<file path="config.mk">
export PLATFORM = sky130hd
export DESIGN_NAME = id_ex_stage
export DESIGN_NICKNAME = d
export VERILOG_FILES = /design/src/rtl/id_ex_stage.sv
export SDC_FILE = /design/constraint.sdc
export NUM_CORES = 1
export LEC_CHECK = 0
export BUFFER_PORTS_ARGS = -buffer_cell sky130_fd_sc_hd__buf_4
export CORE_AREA = 4 4 162 164
export DETAILED_ROUTE_END_ITERATION = 10
export DIE_AREA = 0 0 166 168
export GPL_ROUTABILITY_DRIVEN = 0
export HOLD_SLACK_MARGIN = 0.03
export SYNTH_ARGS = -nofsm -noshare
export SYNTH_HDL_FRONTEND = slang
export SYNTH_SLANG_ARGS = --single-unit
</file>
<file path="constraint.sdc">
create_clock -name cpu_clk -period 2.8 [get_ports cpu_clk]
set_clock_uncertainty 0.1 [all_clocks]
set_input_delay 0.28 -clock cpu_clk [delete_from_list [all_inputs] [get_ports cpu_clk]]
set_output_delay 0.28 -clock cpu_clk [all_outputs]
set_load 0.01 [all_outputs]
</file>
<file path="src/rtl/id_ex_stage.sv">
// ID/EX pipeline register with capture-time write-back bypass, EX-time operand
// forwarding, load-use hazard detection and a saturating inserted-bubble counter.
module id_ex_stage (
    input  logic        cpu_clk,
    input  logic        cpu_rst_n,
    input  logic        id_valid,
    input  logic [31:0] id_pc,
    input  logic [4:0]  id_rs1,
    input  logic [4:0]  id_rs2,
    input  logic [4:0]  id_rd,
    input  logic [31:0] id_rs1_data,
    input  logic [31:0] id_rs2_data,
    input  logic [31:0] id_imm,
    input  logic [4:0]  id_alu_op,
    input  logic        id_b_imm,
    input  logic        id_rf_we,
    input  logic        id_is_load,
    input  logic        id_mem_we,
    input  logic [4:0]  mem_rd,
    input  logic        mem_rf_we,
    input  logic [31:0] mem_result,
    input  logic [4:0]  wb_rd,
    input  logic        wb_rf_we,
    input  logic [31:0] wb_data,
    input  logic        flush,
    output logic        ex_valid,
    output logic [31:0] ex_pc,
    output logic [31:0] ex_a,
    output logic [31:0] ex_b,
    output logic [31:0] ex_imm,
    output logic [4:0]  ex_alu_op,
    output logic [4:0]  ex_rd,
    output logic        ex_rf_we,
    output logic        ex_is_load,
    output logic        ex_mem_we,
    output logic [31:0] ex_store_data,
    output logic        id_stall,
    output logic [15:0] bubble_cnt
);

    logic        valid_q, valid_d;
    logic [31:0] pc_q, pc_d;
    logic [4:0]  rs1_q, rs1_d, rs2_q, rs2_d, rd_q, rd_d, alu_op_q, alu_op_d;
    logic [31:0] rs1_val_q, rs1_val_d, rs2_val_q, rs2_val_d, imm_q, imm_d;
    logic        rf_we_q, rf_we_d, is_load_q, is_load_d, mem_we_q, mem_we_d;
    logic        b_imm_q, b_imm_d;
    logic [15:0] cnt_q, cnt_d;

    logic        hazard, capture;
    logic [31:0] fwd_rs1, fwd_rs2;

    assign hazard   = valid_q && is_load_q && (rd_q != '0) && id_valid &&
                      ((rd_q == id_rs1) || (rd_q == id_rs2));
    assign id_stall = hazard && !flush;
    assign capture  = id_valid && !hazard && !flush;

    always_comb begin
        // Bubble by default: every field zero so bubbles are deterministic.
        valid_d   = 1'b0;
        pc_d      = '0;
        rs1_d     = '0;
        rs2_d     = '0;
        rd_d      = '0;
        alu_op_d  = '0;
        rs1_val_d = '0;
        rs2_val_d = '0;
        imm_d     = '0;
        rf_we_d   = 1'b0;
        is_load_d = 1'b0;
        mem_we_d  = 1'b0;
        b_imm_d   = 1'b0;
        cnt_d     = cnt_q;
        if (capture) begin
            valid_d   = 1'b1;
            pc_d      = id_pc;
            rs1_d     = id_rs1;
            rs2_d     = id_rs2;
            rd_d      = id_rd;
            alu_op_d  = id_alu_op;
            rs1_val_d = (wb_rf_we && (wb_rd != '0) && (wb_rd == id_rs1)) ? wb_data : id_rs1_data;
            rs2_val_d = (wb_rf_we && (wb_rd != '0) && (wb_rd == id_rs2)) ? wb_data : id_rs2_data;
            imm_d     = id_imm;
            rf_we_d   = id_rf_we;
            is_load_d = id_is_load;
            mem_we_d  = id_mem_we;
            b_imm_d   = id_b_imm;
        end else if (id_valid && (cnt_q != '1)) begin
            cnt_d = cnt_q + 16'd1;
        end
    end

    always_ff @(posedge cpu_clk) begin
        if (!cpu_rst_n) begin
            valid_q   <= 1'b0;
            pc_q      <= '0;
            rs1_q     <= '0;
            rs2_q     <= '0;
            rd_q      <= '0;
            alu_op_q  <= '0;
            rs1_val_q <= '0;
            rs2_val_q <= '0;
            imm_q     <= '0;
            rf_we_q   <= 1'b0;
            is_load_q <= 1'b0;
            mem_we_q  <= 1'b0;
            b_imm_q   <= 1'b0;
            cnt_q     <= '0;
        end else begin
            valid_q   <= valid_d;
            pc_q      <= pc_d;
            rs1_q     <= rs1_d;
            rs2_q     <= rs2_d;
            rd_q      <= rd_d;
            alu_op_q  <= alu_op_d;
            rs1_val_q <= rs1_val_d;
            rs2_val_q <= rs2_val_d;
            imm_q     <= imm_d;
            rf_we_q   <= rf_we_d;
            is_load_q <= is_load_d;
            mem_we_q  <= mem_we_d;
            b_imm_q   <= b_imm_d;
            cnt_q     <= cnt_d;
        end
    end

    // MEM result wins over WB data; x0 never forwards.
    always_comb begin
        fwd_rs1 = rs1_val_q;
        if (rs1_q != '0) begin
            if (mem_rf_we && (mem_rd == rs1_q))     fwd_rs1 = mem_result;
            else if (wb_rf_we && (wb_rd == rs1_q))  fwd_rs1 = wb_data;
        end
        fwd_rs2 = rs2_val_q;
        if (rs2_q != '0) begin
            if (mem_rf_we && (mem_rd == rs2_q))     fwd_rs2 = mem_result;
            else if (wb_rf_we && (wb_rd == rs2_q))  fwd_rs2 = wb_data;
        end
    end

    assign ex_valid      = valid_q;
    assign ex_pc         = pc_q;
    assign ex_a          = fwd_rs1;
    assign ex_b          = b_imm_q ? imm_q : fwd_rs2;
    assign ex_imm        = imm_q;
    assign ex_alu_op     = alu_op_q;
    assign ex_rd         = rd_q;
    assign ex_rf_we      = rf_we_q;
    assign ex_is_load    = is_load_q;
    assign ex_mem_we     = mem_we_q;
    assign ex_store_data = fwd_rs2;
    assign bubble_cnt    = cnt_q;

endmodule

</file>
Yosys cells after proc, flatten, opt, wreduce, memory -nomap -nowiden. Index checks and enable logic that the tools add are counted.

Add/sub/neg operators: 1. Equality and inequality tests: 9. Muxes and demuxes: 10. Bitwise operators: 1. Reduce and logical (&&, ||, !) cells: 24.

Operators with widths (count): two-way mux 32 bit (9); equality test 5 bit (8); nonzero test 5 bit (4); adder 16 x 1 -> 16 bit (second input constant) (1); inequality test 16 bit (second input constant) (1); logical AND 1 bit (15); AND reduction 2 bit (2); zero test 1 bit (2); logical OR 1 bit (1); two-way mux 1 bit (1); NOT 1 bit (1).

Bits in registers: 169. Output and inout bits: 191. Word-level logic and storage cells: 59.

Logic depth before layout (Yosys ltp). Gate-level depths: netlist (run 1).

Word-level depth: 9. Depth in mapped cells: 8. Mapped depth without buffers: 6.

Worst setup path after synthesis (run 1). Ideal clock, no wire load.

Path kind: in2out. From: in wb_rd[0]. To: out ex_b[12]. Arrival time: 1.852 ns. Required time: 2.420 ns. Setup slack: 0.568 ns. Cell stages on the path: 7. Path through: clkbuf_1 > xnor2_1 > nand4_1 > a211oi_1 > clkbuf_1 > a22oi_1 > o211ai_1.

Word-level cells in the longest chain between the ends: 6.

Ends and longest elaborated chain: from (decl) (line 22) `input logic [4:0] wb_rd,`; equality test 5 bit (line 136) `else if (wb_rf_we && (wb_rd == rs2_q)) fwd_rs2 = wb_data;`; logical AND 1 bit (line 136); two-way mux 32 bit (line 136); two-way mux 32 bit (line 135) `if (mem_rf_we && (mem_rd == rs2_q)) fwd_rs2 = mem_result;`; two-way mux 32 bit (line 134) `if (rs2_q != '0) begin`; two-way mux 32 bit (line 143) `assign ex_b = b_imm_q ? imm_q : fwd_rs2;`; to (decl) (line 29) `output logic [31:0] ex_b,`.

Every way passes these cells.

Final worst setup path (run 1).
From: reg rs1_q[2]. To: out ex_a[26].

Word-level cells in the longest chain between the ends: 5. Elaborated cells on any way between the ends: 8. Those cells by class: eq/ne (2); mux (3); reduce/logical (3).

Ends and longest elaborated chain: from (decl) (line 43) `logic [4:0] rs1_q, rs1_d, rs2_q, rs2_d, rd_q, rd_d, alu_op_q, alu_op_d;`; from (signal assigned) (line 111) `rs1_q <= rs1_d;`; equality test 5 bit (line 131) `else if (wb_rf_we && (wb_rd == rs1_q)) fwd_rs1 = wb_data;`; logical AND 1 bit (line 131); two-way mux 32 bit (line 131); two-way mux 32 bit (line 130) `if (mem_rf_we && (mem_rd == rs1_q)) fwd_rs1 = mem_result;`; two-way mux 32 bit (*) (line 129) `if (rs1_q != '0) begin`; to (decl) (line 28) `output logic [31:0] ex_a,`.

Mark *: on every way between the ends. The rest lies on a longest branch, timed or not.

==> results.md, run 1 <==
- Outcome: completed
- Clock network power share: 40.6%
- CTS tree: yes
- Sequential cell area: 0.003391 mm^2
- Die W: 166 um
- Most frequent cell after synthesis: dfxtp_1
- Synth top cells by count: dfxtp_1, and2_1, nor2_1, mux2i_1, nand2_1
- Worst reg2reg path startpoint: ex_rd[2]
- Drt pass-1 iters: 5
- Yosys top cell area share: 40.59%
- WP data required: 2.42 ns
- HP Class: in -> reg
- Post-synth top area cell: dfxtp_1
- Worst skew pair latency: 0.43 ns
- Mapped cell area: 0.008334 mm^2
- Worst slew margin: 44.18%
- Cells after Synth: 921
- Worst-path fanout max: 15
- Worst slew pin tran: 0.8373 ns
- Final Setup Violations: 0
- Sequential-to-total area share from yosys stat: 40.59%
- Minimum clock period: 2.783 ns
- Detailed Route Iter0 Violations: 573
- Fin crit share: 99.40%
- CP Launch Type: flop
- Layout Cells excl Fill: 1,856
- Ratio of cells with drive above 1 in the final layout: 34.89%
- Max cap viols: 0
- Sw Share: 26.52%
- Met1 WL: 15.89 mm
- Final instance area: 0.01481 mm^2
- Total of warnings raised by yosys: 0
- R2r endpoint: ex_imm[20]
- Critical path class: reg -> out
- Comb pwr share: 19.1%
- CP top delay family: buffers and inverters
- Bufs on Longest Clock Path: 2
- Vias/cell: 5.191
- Static Leak: 6.240 nW
- Die ar.: 0.02789 mm^2
- Post-Syn Area per Cell: 9.049 um^2
- Core area: 0.02489 mm^2
- RSZ-0062 raised after global routing: yes
- Via count: 9,635
- Slowest cell on the critical path: nor4_2
- Hpwl dp: 26.90 mm
- First-pass GRT wire length: 58.10 mm
- Worst hold slack: 0.04732 ns
- H-tree depth: 4
- Met3 Wirelength: 3.071 mm
- WL/cell: 20.87 um
- Post-synth EDFFs: 0
- Highest Signal Layer: met4
- Worst reg2reg path depth: 6
- Worst Path Buf+Inv: 3
- Critical Path AT: 2.40 ns
- Port bufs: 422
- Fin worst setup slack: 0.01666 ns
- DP Area: 0.01189 mm^2
- Predominant post-synthesis flop cell: dfxtp_1
- Final #Nets: 1,746
- Slew Limit Fails: 0
- # DRC: 0
- Worst Hold Launch: id_rs2_data[27]
- # fillers: 2,219
- Clock Tree Root: clkbuf_16
- Async SR Flop Fraction: 0%
- PwrDens: 419.2 mW/mm^2
- GRT Residual Overflow: 0
- CP dominant cell by count: buf_6
- Clock-pin transition on the worst setup and hold timing paths: 0.06 ns
- Row count: 58
- Largest net degree at the start of global routing: 65
- CP max stage delay: 0.37 ns
- Hold EP: rs2_val_q[27]
- I/O Pins: 423
- Met2 wire length: 18.56 mm
- Synth unique cells: 50
- P_sw: 1.646 mW
- Clock sink total: 169
- Worst slack at placement: 0.1335 ns
- Final Core Density: 59.48%
- Multi-input combinational cell area: 0.004757 mm^2
- Int Pwr: 4.560 mW
- Initial antenna violation count: 0
- Sequential power share: 40.3%
- Final hold vios: 0
- Starting Density: 33.48%
- Post-synthesis register bit count: 169
- Crit end category: output pin
- Hold depth: 3
- Cells after DPL: 1,618
- Syn_nets: 1,154
- Antenna Nets Post-Route: 0
- Peak VDD IR: 325.6 uV
- Synth top area cells: dfxtp_1, mux2i_1, and2_1, o31ai_1, o2bb2ai_1
- Fmax: 359.3 MHz
- CTS buffer count: 17
- Number of global-route vias before repair: 9,885
- CP Cell Sequence: xor2_1 -> nor4_2 -> nand3_2 -> buf_6 -> a21boi_4 -> buf_6 -> a2bb2oi_1 -> buf_4
- Area Growth Syn to Fin: 77.65%
- Die height: 168 um
- GRT Total Usage: 26.06%
- Worst R2R Setup Slack: 0.41 ns
- Final WL: 38.74 mm
## kinds of logic after synthesis
| family | after synthesis | synth area share (%) |
|---|---|---|
| buffers and inverters | 90 | 4.864 |
| AOI/OAI and AO/OA | 226 | 20.28 |
| xor gates and xnor gates | 40 | 4.204 |
| DFF | 169 | 40.59 |
| adders and majority gates | 1 | 0.1501 |
| muxes | 69 | 8.287 |
| and+or+nand+nor | 326 | 21.62 |
## worst max-delay path by stage
stage	from	end	slack [ns]	cells after the start
final	rs1_q[2]	ex_a[26]	0.02	8
after global routing	rs1_q[2]	ex_a[23]	-0.1	8
after detailed placement	wb_rd[2]	ex_a[16]	0.13	8
after CTS	rs1_q[2]	ex_a[2]	-0.03	7
after global placement	wb_rd[2]	ex_a[16]	0.11	8
after floorplan	wb_rd[0]	ex_b[12]	0.57	7
## final cells by class
class | instances | area share [%]
repair buffers | 658 | 37.89
multi-input cells | 662 | 32.13
flip-flops and latches | 169 | 22.90
clock buffers | 17 | 2.873
well taps | 330 | 2.789
clock inverters | 14 | 1.268
inverters | 5 | 0.1352
diodes | 1 | 0.01690
## power groups by stage
stage	Sequential, mW	Combinational, mW	Clock (mW)
final	2.50	1.18	2.52
after global routing	2.51	1.26	2.67
after floorplan	2.56	0.352	0
after CTS	2.50	1.15	2.58
after global placement	2.56	0.899	0
after detailed placement	2.56	0.904	0
## worst register-to-register path, stage by stage (launching register included)
cell and delay, ns:
dfxtp_1 0.40, or4_1 0.57, o2111a_1 0.27, a211o_2 0.38, clkinv_2 0.08, buf_4 0.32
and2_1 0.22
## registers in the layout, indices dropped and copies added, names as in the netlist
name and cells:
ex_alu_op 5, ex_rd 5, ex_mem_we 1, ex_imm 32
rs2_val_q 32, rs2_q 5, rs1_q 5, bubble_cnt 16
b_imm_q 1, ex_pc 32, ex_rf_we 1, ex_is_load 1
rs1_val_q 32, ex_valid 1
## placed cells by master, fill, tap and decap left out, types with 4 or more instances in the layout
| master | n |
|---|---|
| o21ai_1 | 12 |
| a22oi_1 | 32 |
| nor2_1 | 72 |
| nor2b_1 | 32 |
| nand4_1 | 6 |
| nand2_1 | 48 |
| o31ai_2 | 6 |
| dlygate4sd3_1 | 199 |
| buf_4 | 440 |
| inv_6 | 4 |
| o211ai_1 | 32 |
| xnor2_1 | 14 |
| a2bb2oi_1 | 23 |
| inv_1 | 4 |
| o31ai_1 | 35 |
| clkinv_4 | 4 |
| and2_1 | 91 |
| nand3_1 | 8 |
| o2bb2ai_2 | 4 |
| o2bb2ai_1 | 28 |
| mux2i_1 | 69 |
| nand3b_1 | 32 |
| dfxtp_1 | 165 |
| buf_12 | 7 |
| xor2_1 | 24 |
| a21oi_1 | 11 |
| a2bb2oi_2 | 8 |
| clkbuf_16 | 19 |
| o21ai_0 | 20 |
| nor4_1 | 4 |
| or4_1 | 12 |
| buf_6 | 7 |
## stage by stage
step,TNS (ns),power [mW]
finish,0,6.206
global route,-1.642,6.435
CTS,-0.1018,6.232
detailed placement,0,3.462
global placement,0,3.457
floorplan,0,2.911
## routing by layer
metal / global-route usage (%) / vias up
met2: 44.96 / 490
met5: 0 / -
met4: 8.106 / 0
li1: - / 4477
met3: 7.302 / 74
met1: 31.67 / 4594
## what timing repair did
| item | CTS | global route |
|---|---|---|
| pin swaps | 2 | 3 |
| endpoints found under the setup margin | 68 | 96 |
| cloned | 0 | 3 |
| hold buffers | 199 | 0 |
| buffers inserted | 1 | 3 |
| gates resized for setup | 10 | 50 |
| hold endpoints to repair | 151 | 0 |
Note: power is estimated with default switching activity, not from simulation.
==> inputs of run 2 (changes only) <==
SETUP_SLACK_MARGIN = 0.3   (was not set)
==> run 2 against run 1 <==
The flow now finishes with violations (negative setup slack); register-to-register slack about the same; sequential power about the same; combinational power increased by 8%; highest routed layer unchanged.
==> results.md, run 2 (synthesized netlist as in run 1, its figures left out) <==
- Outcome: finished, violations left
- Failing checks: negative setup slack
- Commonest non-fill, non-tap cell in the layout: buf_4
- # fillers: 2,022
- Port bufs: 422
- Core area: 0.02489 mm^2
- Drt pass-1 iters: 5
- Slowest cell on the critical path: dfxtp_4
- Crit end category: output pin
- Hpwl dp: 26.90 mm
- Fmax: 354.7 MHz
- WP depth: 8
- Number of global-route vias before repair: 10.20k
- Worst-path fanout max: 32
- Largest net degree at the start of global routing: 65
- First-pass GRT wire length: 60.02 mm
- Initial antenna violation count: 0
- Vias/cell: 5.313
- Starting Density: 33.48%
- Ratio of cells with drive above 1 in the final layout: 42.72%
- Fin Setup TNS: -0.02669 ns
- Die ar.: 0.02789 mm^2
- DP Area: 0.01189 mm^2
- Worst slew pin tran: 0.8290 ns
- PwrDens: 397.2 mW/mm^2
- Antenna Nets Post-Route: 0
- Final WL: 40.91 mm
- Worst reg2reg path startpoint: ex_rd[1]
- RSZ-0062 raised after global routing: yes
- Worst R2R Setup Slack: 0.40 ns
- Worst slew margin: 44.73%
- Detailed Route Iter0 Violations: 674
- HP Class: in -> reg
- CTS buffer count: 17
- Critical path class: reg -> out
- Cells after DPL: 1,618
- Clock Tree Root: clkbuf_16
- Multi-input combinational cell area: 0.005522 mm^2
- CP Launch Type: flop
- Max cap viols: 0
- I/O Pins: 423
- Crit path to: ex_b[1]
- Final Setup Violations: 4
- Fin worst setup slack: -0.01907 ns
- GRT Total Usage: 27.05%
- CP dominant cell by count: buf_4
- Layout Cells excl Fill: 1,868
- CP Cell Sequence: xor2_1 -> nor4_1 -> buf_4 -> o2bb2a_4 -> buf_4 -> o21ai_0 -> o211ai_1 -> buf_4
- Area Growth Syn to Fin: 91.11%
- Slew Limit Fails: 0
- # DRC: 0
- Row count: 58
- Clock sink total: 169
- Commonest cells after routing, fill and taps aside: buf_4, dlygate4sd3_1, dfxtp_1, and2_1, nor2_1
- Crit path from: rs2_q[0]
- Minimum clock period: 2.819 ns
- Sequential cell area: 0.003403 mm^2
- Via count: 9,924
- R2r endpoint: ex_imm[20]
- Peak VDD IR: 327.6 uV
- Worst slack at placement: 0.1335 ns
- Bufs on Longest Clock Path: 2
- GRT Residual Overflow: 0
- ANT cells: 0
- CP max stage delay: 0.36 ns
- Worst reg2reg path depth: 6
- Worst Path Buf+Inv: 3
- Final instance area: 0.01593 mm^2
- Final hold vios: 0
- Die W: 166 um
- Die height: 168 um
- Critical Path AT: 2.44 ns
- Worst skew pair latency: 0.43 ns
- Static Leak: 6.591 nW
- Final #Nets: 1,759
- WP data required: 2.42 ns
- H-tree depth: 4
- WL/cell: 21.90 um
- CTS tree: yes
- Fin crit share: 100.7%
- Total chip power: 6.327 mW
- Clock-pin transition on the worst setup and hold timing paths: 0.06 ns
- CP top delay family: buffers and inverters
==> run 2: cell types whose count changed in the layout (fill, tap and decap cells not counted), moves of 6 or more <==
cell,change
a2bb2oi_1,-21
a22oi_2,+31
a22oi_1,-31
a2bb2oi_2,+14
o31ai_1,-17
a2bb2oi_4,+7
o31ai_2,+13
o2bb2ai_2,+20
buf_6,+8
dfxtp_1,-6
o2bb2ai_1,-26
o2bb2ai_4,+6
buf_12,+7
==> run 2: timing repair <==
action | CTS | global route
resized for setup | 85 | 127
endpoints found under the hold margin | 151 | 0
pin swaps | 8 | 24
hold buffers | 194 | 0
setup endpoints to repair | 96 | 127
setup buffers | 8 | 8
gates cloned | 5 | 4
==> run 2: how the worst min path moves through the flow <==
stage | end | depth (start not counted) | start
floorplan | b_imm_q | 1 | id_b_imm
global placement | bubble_cnt[9] | 2 | bubble_cnt[9]
detailed placement | ex_pc[2] | 2 | id_pc[2]
CTS | rs2_val_q[9] | 3 | wb_data[9]
global route | rs1_val_q[11] | 3 | wb_data[11]
finish | rs2_val_q[27] | 3 | id_rs2_data[27]
==> run 2: routing by layer <==
layer  up-vias  share of wire (%)  global-route usage (%)
met4         0                3.6                   9.935
li1       4507                  -                       -
met3        98                8.3                   7.490
met2       527                 48                   46.59
met5         -                  0                       0
met1      4792                 40                   32.36
==> run 2: layout make-up <==
type                       instances  share of cell area [%]
timing repair buffer             671                   37.40
multi-input combinational        662                   34.67
sequential                       169                   21.37
clock buffer                      17                   2.671
tap                              330                   2.592
clock inverter                    14                   1.178
inverter                           5                  0.1257
==> run 2: power by group <==
| part | total, mW | switching (mW) | internal (mW) |
|---|---|---|---|
| logic | 1.28 | 0.570 | 0.712 |
| registers | 2.51 | 0.0466 | 2.46 |
| clock network | 2.54 | 1.11 | 1.43 |
| total | 6.33 | 1.72 | 4.60 |
==> run 2: worst min-delay path: stages <==
cell     delay [ns]
buf_4          0.08
mux2i_1        0.06
nor2_1         0.10
==> run 2: through the flow <==
step	hold slack, ns	util (%)
after floorplan	0.3017	-
after global placement	0.3736	47.76
after detailed placement	0.3841	47.76
after CTS	0.03106	60.60
after global routing	0.05479	63.99
final	0.04970	63.99
==> inputs of run 3 (changes only) <==
CELL_PAD_IN_SITES_DETAIL_PLACEMENT = 0   (was not set)
CELL_PAD_IN_SITES_GLOBAL_PLACEMENT = 1   (was not set)
CORE_AREA = not set   (was 4 4 162 164)
CORE_MARGIN = 4   (was not set)
CORE_UTILIZATION = 33   (was not set)
DIE_AREA = not set   (was 0 0 166 168)
PLACE_DENSITY = 0.79   (was not set)
==> run 3 against run 2 <==
Cell area decreased by 3.5%; worst setup slack gained 0.045 ns; global-route usage rose by 0.40 points; maximum frequency grew 1.6%; clock power shrank 6%; highest routed layer unchanged; non-clock buffer count fell by 23; the flow now finishes without violations; sequential power about the same; first-iteration DRC count up 6.5%; critical path depth unchanged; routed wire length increased by 0.51%; sequential cell count unchanged; combinational power fell by 3%.
==> results.md, run 3 (synthesized netlist as in run 1, its figures left out) <==
- Outcome: completed
- # fillers: 2,070
- Fin worst setup slack: 0.02562 ns
- # DRC: 0
- Clock-pin transition on the worst setup and hold timing paths: 0.07 ns
- Hold EP: rs1_val_q[16]
- Via count: 9,864
- CTS tree: yes
- Die W: 166.9 um
- Static Leak: 6.361 nW
- WP data required: 2.42 ns
- Row count: 57
- Fin crit share: 99.09%
- Max cap viols: 0
- Die height: 166.9 um
- Worst R2R Setup Slack: 0.48 ns
- Antenna Nets Post-Route: 0
- H-tree depth: 4
- Highest Signal Layer: met4
- Clock sink total: 169
- RSZ-0062 raised after global routing: yes
- Peak VDD IR: 316.1 uV
- DP Area: 0.01189 mm^2
- Critical path class: reg -> out
- Final #Nets: 1,736
- GRT Total Usage: 27.45%
- Final WL: 41.12 mm
- Met1 WL: 15.78 mm
- Cells after DPL: 1,608
- Slew Limit Fails: 0
- Worst Hold Launch: wb_data[16]
- Met3 Wirelength: 3.228 mm
- Met2 wire length: 20.48 mm
- Final Setup Violations: 0
- GRT Residual Overflow: 0
- Fmax: 360.4 MHz
- Die ar.: 0.02786 mm^2
- Detailed Route Iter0 Violations: 718
- Clock Tree Root: clkbuf_16
- Ratio of cells with drive above 1 in the final layout: 41.12%
- Drt pass-1 iters: 6
- HP Class: in -> reg
- Commonest non-fill, non-tap cell in the layout: buf_4
- Worst reg2reg path startpoint: ex_rd[2]
- Worst slew pin tran: 0.8147 ns
- Worst slew margin: 45.69%
- Worst slack at placement: 0.2741 ns
- Crit end category: output pin
- PwrDens: 398.2 mW/mm^2
- Worst reg2reg path depth: 6
- Largest net degree at the start of global routing: 65
- Vias/cell: 5.361
- Starting Density: 33.87%
- Commonest cells after routing, fill and taps aside: buf_4, dlygate4sd3_1, dfxtp_1, and2_1, nor2_1
- Minimum clock period: 2.774 ns
- Bufs on Longest Clock Path: 2
- Core area: 0.02460 mm^2
- R2r endpoint: rs2_q[0]
- Final instance area: 0.01537 mm^2
- Area Growth Syn to Fin: 84.40%
- Layout Cells excl Fill: 1,840
- Hold depth: 3
- Hpwl dp: 26.66 mm
- First-pass GRT wire length: 60.29 mm
- Worst-path fanout max: 8
- CP Launch Type: flop
- WL/cell: 22.35 um
- Initial antenna violation count: 1
- Critical Path AT: 2.39 ns
- Port bufs: 422
- Final hold vios: 0
- I/O Pins: 423
- CTS buffer count: 17
- Worst skew pair latency: 0.42 ns
- Number of global-route vias before repair: 10.28k
==> run 3: critical path: stages (launching register included) <==
cell and delay, ns:
dfxtp_2 0.35, xnor2_1 0.20, nand4_1 0.21, a211oi_4 0.30
buf_12 0.18, buf_16 0.16, a22oi_2 0.07, o211ai_1 0.31
buf_4 0.19
==> run 3: stage by stage <==
stage / hold WS [ns] / utilization, % / TNS [ns] / power (mW)
3_3_place_gp: 0.3749 / 48.32 / 0 / 3.462
5_1_grt: 0.05558 / 62.46 / -1.441 / 6.327
2_1_floorplan: 0.3017 / - / 0 / 2.911
3_5_place_dp: 0.3838 / 48.32 / 0 / 3.466
4_1_cts: 0.03015 / 61.32 / 0 / 6.114
6_report: 0.04477 / 62.46 / 0 / 6.120
==> run 3: area by class of cell <==
class	count	area [um^2]	share of cell area [%]
flip-flops and latches	169	3402	22.14
clock inverters	11	112.6	0.7327
well taps	324	405.4	2.638
inverters	5	20.02	0.1303
repair buffers	648	5719	37.21
diodes	1	2.502	0.01628
multi-input cells	662	5250	34.16
clock buffers	20	456.7	2.972
==> run 3: report_power, final <==
group	internal, mW	leakage [nW]	switching, mW
clock network	1.29	0.278	1.09
logic	0.682	4.70	0.559
registers	2.46	1.38	0.0409
total	4.43	6.36	1.69
==> run 3: how the worst max path moves through the flow <==
stage          startpoint        to  slack [ns]  cells past startpoint
2_1_floorplan    wb_rd[0]  ex_b[12]        0.57                      7
3_3_place_gp    mem_rd[4]  ex_b[20]        0.26                      9
3_5_place_dp    mem_rd[4]  ex_b[20]        0.27                      9
4_1_cts          rs2_q[2]  ex_b[20]        0.07                      8
5_1_grt          rs2_q[4]   ex_b[6]       -0.07                      9
6_report         rs2_q[4]  ex_b[20]        0.03                      8
==> run 3: timing repair <==
item / 4_1_cts / 5_1_grt
endpoints found under the hold margin: 150 / 0
hold buffers: 172 / 0
endpoints found under the setup margin: 96 / 161
buffers inserted: 16 / 2
resized for setup: 114 / 42
gates cloned: 8 / 2
pin swaps: 64 / 17
==> run 3: routing by layer <==
metal | track usage (%) | up-vias
met5 | 0 | -
met4 | 11.70 | 0
met3 | 6.494 | 111
met2 | 48.52 | 528
met1 | 31.66 | 4744
li1 | - | 4481
